**src/rtl/rom_rr_read_arbiter.sv**
```systemverilog
// Round-robin arbiter sharing the two read ports of a combinational ROM among N requesters.
// Up to two grants per cycle (port A, port B); read data lands in per-requester response slots.
module rom_rr_read_arbiter #(
  parameter int unsigned N  = 4,
  parameter int unsigned AW = 4,
  parameter int unsigned DW = 8
) (
  input  logic            clk,
  input  logic            rst_n,
  input  logic [N-1:0]    req,
  input  logic [N*AW-1:0] req_addr,
  output logic [N-1:0]    gnt,
  output logic [AW-1:0]   rom_addr_a,
  output logic [AW-1:0]   rom_addr_b,
  input  logic [DW-1:0]   rom_data_a,
  input  logic [DW-1:0]   rom_data_b,
  output logic [N-1:0]    rsp_valid,
  output logic [N*DW-1:0] rsp_data,
  output logic            busy
);

  localparam int unsigned PW = $clog2(N);

  logic [PW-1:0] ptr;
  logic [PW-1:0] ptr_nxt;
  logic [PW-1:0] ga;
  logic [PW-1:0] gb;
  logic          ga_vld;
  logic          gb_vld;
  logic [PW-1:0] idx;
  logic [N-1:0]  gnt_raw;
  logic [AW-1:0] addr_arr [N];
  logic [DW-1:0] slot     [N];

  for (genvar i = 0; i < int'(N); i++) begin : g_unpack
    assign addr_arr[i]            = req_addr[i*AW +: AW];
    assign rsp_data[i*DW +: DW]   = slot[i];
  end

  // Port A: first requester from ptr; port B: next requester after A, wrapping.
  always_comb begin : arbitrate
    ga      = '0;
    gb      = '0;
    ga_vld  = 1'b0;
    gb_vld  = 1'b0;
    idx     = '0;
    for (int unsigned k = 0; k < N; k++) begin
      idx = PW'((32'(ptr) + k) % N);
      if (!ga_vld && req[idx]) begin
        ga     = idx;
        ga_vld = 1'b1;
      end
    end
    if (ga_vld) begin
      for (int unsigned k = 1; k < N; k++) begin
        idx = PW'((32'(ga) + k) % N);
        if (!gb_vld && req[idx]) begin
          gb     = idx;
          gb_vld = 1'b1;
        end
      end
    end
  end

  always_comb begin : grant_decode
    gnt_raw = '0;
    for (int unsigned i = 0; i < N; i++) begin
      gnt_raw[i] = (ga_vld && (ga == PW'(i))) || (gb_vld && (gb == PW'(i)));
    end
    gnt        = rst_n ? gnt_raw : '0;
    rom_addr_a = ga_vld ? addr_arr[ga] : '0;
    rom_addr_b = gb_vld ? addr_arr[gb] : '0;
  end

  // Pointer advances past the last port that was granted.
  always_comb begin : pointer_next
    ptr_nxt = ptr;
    if (gb_vld) begin
      ptr_nxt = PW'((32'(gb) + 1) % N);
    end else if (ga_vld) begin
      ptr_nxt = PW'((32'(ga) + 1) % N);
    end
  end

  always_ff @(posedge clk or negedge rst_n) begin : regs
    if (!rst_n) begin
      ptr       <= '0;
      rsp_valid <= '0;
      busy      <= 1'b0;
      for (int i = 0; i < int'(N); i++) begin
        slot[i] <= '0;
      end
    end else begin
      ptr       <= ptr_nxt;
      rsp_valid <= gnt_raw;
      busy      <= |gnt_raw;
      if (ga_vld) slot[ga] <= rom_data_a;
      if (gb_vld) slot[gb] <= rom_data_b;
    end
  end

endmodule
```
**config.mk**
```make
export PLATFORM = sky130hd
export DESIGN_NAME = rom_rr_read_arbiter
export DESIGN_NICKNAME = d
export VERILOG_FILES = /design/src/rtl/rom_rr_read_arbiter.sv
export SDC_FILE = /design/constraint.sdc
export NUM_CORES = 1
export LEC_CHECK = 0
export ABC_AREA = 0
export BUFFER_PORTS_ARGS = -buffer_cell sky130_fd_sc_hd__buf_2
export CORE_ASPECT_RATIO = 0.5
export CORE_MARGIN = 4
export CORE_UTILIZATION = 28
export DETAILED_ROUTE_END_ITERATION = 8
export GPL_TIMING_DRIVEN = 0
export HOLD_SLACK_MARGIN = 0.06
export PLACE_DENSITY_LB_ADDON = 0.2
export SYNTH_ARGS = -nofsm -noshare
export SYNTH_HDL_FRONTEND = slang
export SYNTH_SLANG_ARGS = --single-unit
```
**constraint.sdc**
```tcl
create_clock -name clk -period 4.4 [get_ports clk]
set_input_delay 0.66 -clock clk [delete_from_list [all_inputs] [get_ports clk]]
set_output_delay 0.66 -clock clk [all_outputs]
set_load 0.05 [all_outputs]
```
==> summary.md, run 1 <==
| Metric | Value |
|---|---|
| Syn_nets | 337 |
| Max cap viols | 0 |
| Max Clock Freq | 240 MHz |
| P&R area growth vs syn | 30.6% |
| Placer Congestion | 0.792 |
| Worst setup SP type | primary input |
| Critical path class | in2out |
| Seq/Total Area, Yosys | 36.8% |
| Most used DFF post-synth | dfrtp_1 |
| Clock Tree Root | clkbuf_16 |
| Final setup vio count | 0 |
| RSZ-0062 raised after global routing | false |
| Largest net degree at the start of global routing | 44 |
| Post-synth EDFFs | 0 |
| Initial core utilization | 29.6% |
| Routed Antenna Nets | 0 |
| WP data required | 3.74 ns |
| Least-Margin Pin Slew | 0.953 ns |
| Post-Syn Area | 0.00265 sq mm |
| DRC | 0 |
| Status | complete, no violations |
| Asr flop ratio synth | 100% |
| Largest fanout on the critical path | 8 |
| Initial drt markers | 145 |
| Num ports | 87 |
| Max-slew violation total from the final report | 0 |
| Syn Inst Count | 291 |
| Initial antenna violation count | 0 |
| All-layer global routing usage | 14.1% |
| Area after DPL | 0.00323 sq mm |
| Hold crit path type | in2async |
| Die Width | 146 um |
| DRT Pass-1 Iters | 4 |
| Num CTS Buffers | 5 |
| Final min period | 4.16 ns |
| Max-slew headroom | 36.5% |
| Worst Skew | 0.00482 ns |
| Final design area excluding fillers | 0.00347 sq mm |
| N_diodes | 0 |
| I/O Buffers | 86 |
| Grt total ovfl | 0 |
| H-tree Lvls | 2 |
| Routed WL | 8070 um |
| Register bit count reported by yosys | 39 |
| Die H | 76.8 um |
| First-pass GRT wire length | 13100 um |
| Reg clk slew, reported paths | 0.05 ns |
| Worst setup startpoint | req[1] |
| Worst r2r src | ptr[1] |
| Via Count | 2447 |
| Clk_lat worst skew | 0.27 ns |
| Site row count | 24 |
| Library cells used by synthesis | 51 |
| Synth Warn # | 0 |
| CTS tree | yes |
| Crit. End Element | output port |
| Share of layout cells above drive strength 1 | 33.3% |
| CP arrival | 3.50 ns |
| Vias in the first global route | 2462 |
| Post-place setup slack | -0.393 ns |
| Core area | 0.00898 sq mm |
| Total clock sinks | 39 |
| CTS Buffer Depth | 2 |
| Die Area | 0.0112 sq mm |
| Final Hold Vio Count | 0 |
| Final core occ | 38.6% |
| Worst setup slack after layout | 0.236 ns |
| Wirelength per Cell | 16.0 um |
| Mean Syn Cell Area | 9.12 sq um |
| Via density | 4.86 |
| Post-DP HPWL | 5870 um |
| # nets final | 432 |
| Tcrit/Tclk final | 94.6% |
per-stage QoR:
stage	setup TNS, ns	instances	hold slack [ns]
3_5_place_dp	-1.26	494	0.562
3_3_place_gp	-1.15	494	0.550
2_1_floorplan	0	291	0.364
5_1_grt	0	504	0.606
6_report	0	504	0.528
4_1_cts	0	503	0.566
flip-flops by register name (all words and copies together), names as in the netlist:
signal,count
ptr,2
rsp_data,32
rsp_valid,4
busy,1
repair_timing:
item / 4_1_cts / 5_1_grt
setup endpoints to repair: 4 / 4
gates resized for setup: 10 / 8
pin swaps: 1 / 0
hold buffers: 0 / 0
buffers inserted: 1 / 1
worst max-delay path: stages:
cell and delay, ns:
buf_2 0.13, or2_4 0.26, and4b_1 0.20, or2_1 0.20
buf_4 0.17, ha_4 0.31, inv_2 0.05, o21ai_0 0.07
o22ai_1 0.09, nand4bb_1 0.21, buf_6 0.14, ha_1 0.17
and2_1 0.13, buf_2 0.17, nand2b_4 0.16, and2_1 0.17
buf_4 0.18
cells in the mapped netlist (all sizes together), types with 2 or more instances:
master,instances,area (sq um)
ha,8,100
buf,14,100
and3,5,31.3
nand2b,6,52.6
o21ai,43,215
o2bb2ai,2,17.5
clkbuf,6,22.5
nor2b,3,21.3
a32oi,2,17.5
maj3,2,21.3
a2111oi,3,33.8
dfrtp,39,976
a21o,2,15.0
mux2i,48,480
a21oi,4,20.0
nor3,4,20.0
nand2,48,188
nor2,10,42.5
or2,2,12.5
nand4,2,12.5
and2,8,52.6
inv,10,37.5
a21boi,4,30.0
logic make-up after synthesis:
| group | synth area share (%) |
|---|---|
| buffers and inverters | 6.03 |
| AND/OR/NAND/NOR | 18.6 |
| flip-flops | 36.8 |
| multiplexers | 18.1 |
| adder cells (fa/ha/maj) | 4.57 |
| AO/OA/AOI/OAI | 15.9 |
final timing paths:
path                                     end  slack, ns  cells past startpoint
worst max-delay path                  gnt[2]       0.24                     17
worst min-delay path            rsp_data[19]       0.53                      1
worst max register to register          busy       0.89                     17
worst min register to register  rsp_data[29]       0.57                      2
max in group asynchronous             ptr[1]       3.22                      1
min in group clk                rsp_data[29]       0.57                      2
per-layer routing:
metal  wire length [um]  share of wire [%]  global-route usage (%)  up-vias
li1                   -                  -                       -     1208
met1               4080                 51                    20.0     1186
met2               3720                 46                    22.6       51
met3                234                2.9                    2.53        2
met4                 36               0.45                    2.56        0
met5                  0                  0                       0        -
cell usage in the layout (no fill, tap or decap), types with 5 or more instances in the layout:
| master | instances |
|---|---|
| nor2_1 | 8 |
| buf_6 | 6 |
| inv_1 | 6 |
| o21ai_0 | 40 |
| clkbuf_1 | 8 |
| and2_1 | 7 |
| and3_1 | 5 |
| clkbuf_16 | 5 |
| buf_4 | 5 |
| dfrtp_1 | 38 |
| mux2i_1 | 48 |
| ha_1 | 7 |
| buf_2 | 91 |
| nand2_1 | 47 |
layout make-up:
type | instances | area, sq um
Buffer | 20 | 133
Clock buffer | 7 | 133
Clock inverter | 1 | 5.00
Fill cell | 939 | 5510
Inverter | 10 | 37.5
Multi-Input combinational cell | 222 | 1590
Sequential cell | 39 | 977
Tap cell | 117 | 146
Timing Repair Buffer | 88 | 450
Power of run 1 is left out: the tool's default activity adds up to more than one toggle a clock period on the data nets, which glitch-free logic cannot reach.
==> run 2, diff against run 1 <==
--- a/config.mk
+++ b/config.mk
@@ -13,3 +13,2 @@
 export DETAILED_ROUTE_END_ITERATION = 8
-export GPL_TIMING_DRIVEN = 0
 export HOLD_SLACK_MARGIN = 0.06
--- a/constraint.sdc
+++ b/constraint.sdc
@@ -3,2 +3,2 @@
 set_output_delay 0.66 -clock clk [all_outputs]
-set_load 0.05 [all_outputs]
+set_load 0.01 [all_outputs]
==> run 2 against run 1 <==
Against the previous run:
- die area is the same
- critical path depth shrank 2
- sequential share of layout area rose by 0.88 points
- global-route usage hardly changed
- non-clock buffer count decreased by 10
- cell area fell by 3.1%
- clock skew up 0.00078 ns
- first-iteration DRC count is 31% lower
- count of clock-buffer cells in the layout is 1 lower
- via count grew 0.65%
- setup slack worse by 0.060 ns
- critical endpoint is now gnt[3]
- flip-flop and latch count unchanged
==> summary.md, run 2 (synthesized netlist as in run 1, its figures left out) <==
| Metric | Value |
|---|---|
| Via Count | 2463 (+0.65%) |
| Share of layout cells above drive strength 1 | 31.6% (-1.7 points) |
| Flop pwr share | 27.0% |
| Worst setup SP type | primary input |
| Crit-path cells | buf_2, nor2_1, a2111oi_1, or2_1, ha_1, inv_1, o21ai_0, o22ai_1, nand4bb_4, inv_2, ha_1, and2_4, nand2b_4, and2_1, buf_2 |
| Max Clock Freq | 237 MHz (-1.4%) |
| Initial antenna violation count | 0 (unchanged) |
| All-layer global routing usage | 14.1% (about the same) |
| Status | complete, no violations |
| Final Hold Vio Count | 0 (unchanged) |
| Final setup vio count | 0 (unchanged) |
| CP arrival | 3.56 ns (+0.06 ns) |
| Hold-fix buffers at CTS | 0 (unchanged) |
| Final min period | 4.22 ns (+0.0605 ns) |
| Area after DPL | 0.00320 sq mm (-1.0%) |
| Psw | 1.06 mW |
| Least-Margin Pin Slew | 0.928 ns (-0.0247 ns) |
| # nets final | 422 (-2.3%) |
| LEAKAGE | 1.75 nW |
| Largest fanout on the critical path | 17 (+9) |
| N_diodes | 0 (unchanged) |
| Internal power | 1.39 mW |
| I/O Buffers | 86 (unchanged) |
| Tcrit/Tclk final | 96.0% (+1.4 points) |
| Post-DP HPWL | 6000 um (+2.2%) |
| Crit. End Element | output port |
| Peak supply drop | 0.000197 V |
| Initial core utilization | 29.6% (unchanged) |
| H-tree Lvls | 2 (unchanged) |
| Hold crit path type | in2async |
| CP peak stage delay | 0.53 ns (+0.22 ns) |
| Num ports | 87 (unchanged) |
| Routed WL | 7930 um (-1.8%) |
| Site row count | 24 (unchanged) |
| Wirelength per Cell | 16.1 um (+0.43%) |
| Worst setup startpoint | req[1] |
| Switching share of power | 43.2% |
| P&R area growth vs syn | 26.5% |
| Setup Buffers After CTS | 0 (-1) |
| Clk_lat worst skew | 0.28 ns (about the same) |
| Max-slew violation total from the final report | 0 (unchanged) |
| First-pass GRT wire length | 12900 um (-1.5%) |
| Die Width | 146 um (unchanged) |
| Number of flip-flops in the largest register | 32 (unchanged) |
| Clock Tree Root | clkbuf_16 |
| Max-slew headroom | 38.1% (+1.6 points) |
| Via density | 5.00 (+2.9%) |
| Placer Congestion | 0.820 (+3.5%) |
| Total clock sinks | 39 (unchanged) |
| WP data required | 3.74 ns (about the same) |
| Die Area | 0.0112 sq mm (unchanged) |
| Crit path max-delay cell type | a2111oi_1 |
| Post-cts sizing count | 0 (-10) |
| Worst r2r src | ptr[0] |
| Max cap viols | 0 (unchanged) |
| Initial drt markers | 100 (-31%) |
| Grt total ovfl | 0 (unchanged) |
| DRT Pass-1 Iters | 6 (+2) |
| Worst Skew | 0.00559 ns (+0.000779 ns) |
| Comb power frac | 58.7% |
| Critical path class | in2out |
| Share of total power in the clock network | 14.3% |
| Final design area excluding fillers | 0.00336 sq mm (-3.1%) |
| Fill count | 914 (-2.7%) |
| Core area | 0.00898 sq mm (unchanged) |
| PwrDens | 731 mW/mm^2 |
| Die H | 76.8 um (unchanged) |
| Vias in the first global route | 2426 (-1.5%) |
| CTS tree | yes |
| Largest net degree at the start of global routing | 44 (unchanged) |
| Reg clk slew, reported paths | 0.06 ns (about the same) |
| Most common cell after layout, fill and taps aside | buf_2 |
| Most frequent cells in the layout | 86 x buf_2, 48 x mux2i_1, 47 x nand2_1, 40 x o21ai_0, 39 x dfrtp_1 |
| Routed Antenna Nets | 0 (unchanged) |
| DRC | 0 (unchanged) |
| PnR Total Power | 2.46 mW |
| CTS Buffer Depth | 2 (unchanged) |
| Num CTS Buffers | 5 (unchanged) |
-- run 2: cell types whose count changed in the layout (fill, tap and decap cells not counted), moves of 2 or more --
cell,change
a2111oi_4,-2
nand2b_1,+2
buf_2,-5
nand2b_4,-2
buf_4,+7
buf_6,-6
clkbuf_1,-8
-- run 2: critical path: cells and delay by family --
kind / cells / cell delay [ns]
compound gates: 3 / 0.83
fa+ha+maj: 2 / 0.48
buf+inv: 4 / 0.54
simple gates: 6 / 1.04
-- run 2: power groups by stage --
stage | clock, mW | sequential, mW | combinational, mW
2_1_floorplan | 0 | 0.717 | 0.869
3_3_place_gp | 0 | 0.666 | 1.40
3_5_place_dp | 0 | 0.671 | 1.44
4_1_cts | 0.363 | 0.666 | 1.44
5_1_grt | 0.377 | 0.690 | 1.61
6_report | 0.350 | 0.664 | 1.44
-- run 2: final timing paths --
path                                 to  slack [ns]  cells past startpoint
hold / removal             rsp_data[11]        0.52                      1
min in group clk           rsp_data[23]        0.56                      2
setup / recovery                 gnt[3]        0.18                     15
max in group asynchronous  rsp_valid[2]        3.29                      1
hold reg to reg            rsp_data[23]        0.56                      2
setup reg to reg                   busy        0.82                     13
-- run 2: final cells by class --
cell class,instances,area (sq um),share of cell area (%)
clock inverters,1,5.00,0.149
flip-flops and latches,39,976,29.1
repair buffers,98,520,15.5
multi-input cells,222,1530,45.7
clock buffers,6,139,4.14
inverters,10,37.5,1.12
well taps,117,146,4.36
-- run 2: metal layers --
metal,vias to the layer above,part of all wire [%],global-route usage (%)
li1,1192,-,-
met5,-,0,0
met1,1197,48,19.5
met2,65,47,22.5
met4,0,1.2,3.79
met3,9,3.7,2.71
-- run 2: metrics by stage --
| stage | util, % | hold slack [ns] | setup TNS, ns | std cells | setup WS [ns] |
|---|---|---|---|---|---|
| final | 37.4 | 0.521 | 0 | 493 | 0.175 |
| after CTS | 37.2 | 0.557 | 0 | 493 | 0.149 |
| after floorplan | - | 0.364 | 0 | 291 | 0.518 |
| after detailed placement | 35.6 | 0.553 | 0 | 486 | 0.164 |
| after global placement | 35.6 | 0.546 | 0 | 486 | 0.270 |
| after global routing | 37.4 | 0.599 | -0.0658 | 493 | -0.0476 |
Note: power is estimated with default switching activity, not from simulation.
==> run 3, diff against run 2 <==
Settings changed: SETUP_SLACK_MARGIN set to 0.4.
==> run 3 against run 2 <==
Against the previous run:
- global-route usage rose by 0.32 points
- cell area grew 2.6%
- die area did not move
- flip-flop and latch count is the same
- critical endpoint unchanged
- largest cell class unchanged
==> summary.md, run 3 (synthesized netlist as in run 1, its figures left out) <==
| Metric | Value |
|---|---|
| Worst setup SP type | primary input |
| Routed Antenna Nets | 0 (unchanged) |
| Crit. End Element | output port |
| Wirelength per Cell | 16.3 um (+1.3%) |
| Die Width | 146 um (unchanged) |
| LEAKAGE | 1.78 nW (+1.5%) |
| Largest fanout on the critical path | 13 (-4) |
| Clk_lat worst skew | 0.28 ns (about the same) |
| Vias in the first global route | 2486 (+2.5%) |
| Final TNS setup | 0 ns (unchanged) |
| Crit path max-delay cell type | or2_4 |
| I/O Buffers | 86 (unchanged) |
| Final Hold Vio Count | 0 (unchanged) |
| Max-slew headroom | 36.4% (-1.7 points) |
| N_diodes | 0 (unchanged) |
| Num ports | 87 (unchanged) |
| Share of layout cells above drive strength 1 | 35.2% (+3.5 points) |
| Most frequent cells in the layout | 83 x buf_2, 48 x mux2i_1, 47 x nand2_1, 40 x o21ai_0, 37 x dfrtp_1 |
| CP arrival | 3.19 ns (-0.37 ns) |
| Status | complete, no violations |
| Die H | 76.8 um (unchanged) |
| Peak supply drop | 0.000215 V (+9.3%) |
| Max cap viols | 0 (unchanged) |
| Post-DP HPWL | 6000 um (unchanged) |
| CTS tree | yes |
| Via Count | 2453 (-0.41%) |
| Initial core utilization | 29.6% (unchanged) |
| First-pass GRT wire length | 13200 um (+2.2%) |
| # nets final | 424 (+0.47%) |
| Max-slew violation total from the final report | 0 (unchanged) |
| Max Clock Freq | 260 MHz (+9.7%) |
| P&R area growth vs syn | 29.9% |
| Number of flip-flops in the largest register | 32 (unchanged) |
| Die Area | 0.0112 sq mm (unchanged) |
| Placer Congestion | 0.820 (unchanged) |
| Final min period | 3.85 ns (-0.373 ns) |
| All-layer global routing usage | 14.4% (+0.32 points) |
| Reg2Reg Setup Slack | 1.21 ns (+0.39 ns) |
| Hold-fix buffers at CTS | 0 (unchanged) |
| Largest net degree at the start of global routing | 44 (unchanged) |
| Most common cell after layout, fill and taps aside | buf_2 |
| DRT Pass-1 Iters | 5 (-1) |
| Final setup vio count | 0 (unchanged) |
| Grt total ovfl | 0 (unchanged) |
| Initial drt markers | 109 (+9.0%) |
| Worst r2r src | ptr[0] |
| CP peak stage delay | 0.27 ns (-0.26 ns) |
| Via density | 4.96 (-0.81%) |
| Reg clk slew, reported paths | 0.06 ns (about the same) |
| Least-Margin Pin Slew | 0.954 ns (+0.0258 ns) |
| Final hold slack | 0.528 ns (+0.00630 ns) |
| PwrDens | 734 mW/mm^2 (+0.31%) |
| Hold crit path type | in2async |
| Critical path class | in2out |
| Worst Reg-to-Reg Cells | 13 (unchanged) |
| Total clock sinks | 39 (unchanged) |
| WP data required | 3.74 ns (about the same) |
| Site row count | 24 (unchanged) |
| Crit-path cells | buf_4, or2_4, and4b_1, or2_4, ha_4, inv_2, o21ai_0, o22ai_1, nand4bb_4, inv_2, ha_1, and2_4, nand2b_4, and2_1, buf_2 |
| CTS Buffer Depth | 2 (unchanged) |
| DRC | 0 (unchanged) |
| Initial antenna violation count | 0 (unchanged) |
| Tcrit/Tclk final | 87.5% (-8.5 points) |
| RSZ-0062 raised after global routing | false |
| Routed WL | 8060 um (+1.7%) |
| Core area | 0.00898 sq mm (unchanged) |
| Num CTS Buffers | 5 (unchanged) |
| Worst Skew | 0.00622 ns (+0.000624 ns) |
| Clock Tree Root | clkbuf_16 |
| H-tree Lvls | 2 (unchanged) |
| Worst r2r dst | busy |
## run 3: cell count changes in the layout (fill, tap and decap cells not counted), sizes merged
cell,previous run,this run
buf,98,100
## run 3: timing repair
item / 4_1_cts / 5_1_grt
resized for setup: 6 / 19
setup endpoints to repair: 4 / 4
buffers inserted: 1 / 1
cloned: 0 / 0
pin swaps: 0 / 5
## run 3: worst max-delay path by stage
stage / cells past startpoint / from / end / slack, ns
after floorplan: 18 / req[0] / gnt[1] / 0.52
after global placement: 15 / req[1] / gnt[3] / 0.27
after detailed placement: 15 / req[1] / gnt[3] / 0.16
after CTS: 14 / req[1] / gnt[2] / 0.41
after global routing: 15 / req[3] / gnt[3] / 0.42
final: 15 / req[3] / gnt[3] / 0.55
## run 3: worst max-delay path: cells and delay by family
family / cells / cell delay [ns]
AND/OR/NAND/NOR: 7 / 1.38
AO/OA/AOI/OAI: 2 / 0.30
adder cells (fa/ha/maj): 2 / 0.43
buffers and inverters: 4 / 0.42
## run 3: final cells by class
type / instances / area (sq um)
Inverter: 10 / 40.0
Tap cell: 117 / 146
Clock buffer: 6 / 139
Fill cell: 912 / 5530
Sequential cell: 39 / 978
Multi-Input combinational cell: 222 / 1590
Clock inverter: 1 / 5.00
Timing Repair Buffer: 100 / 547
## run 3: metrics by stage
| stage | setup slack [ns] | util, % | cells | power [mW] | cell area, sq um |
|---|---|---|---|---|---|
| after floorplan | 0.518 | - | 291 | 1.59 | 2650 |
| after global placement | 0.270 | 35.6 | 486 | 2.07 | 3200 |
| after detailed placement | 0.164 | 35.6 | 486 | 2.11 | 3200 |
| after CTS | 0.411 | 37.8 | 494 | 2.52 | 3390 |
| after global routing | 0.425 | 38.4 | 495 | 2.75 | 3450 |
| final | 0.548 | 38.4 | 495 | 2.53 | 3450 |
## run 3: report_power, final
part           switching [mW]  total (mW)  internal, mW  leakage (nW)
combinational           0.833        1.51         0.674          1.24
sequential              0.124       0.672         0.548         0.468
clock                   0.130       0.351         0.221        0.0727
## run 3: metal layers
layer	GRT usage, %	up-vias	wire (um)	share of wire [%]
li1	-	1199	-	-
met1	19.4	1182	3810	47
met2	23.6	61	3820	47
met3	2.71	11	313	3.9
met4	3.98	0	117	1.5
met5	0	-	0	0
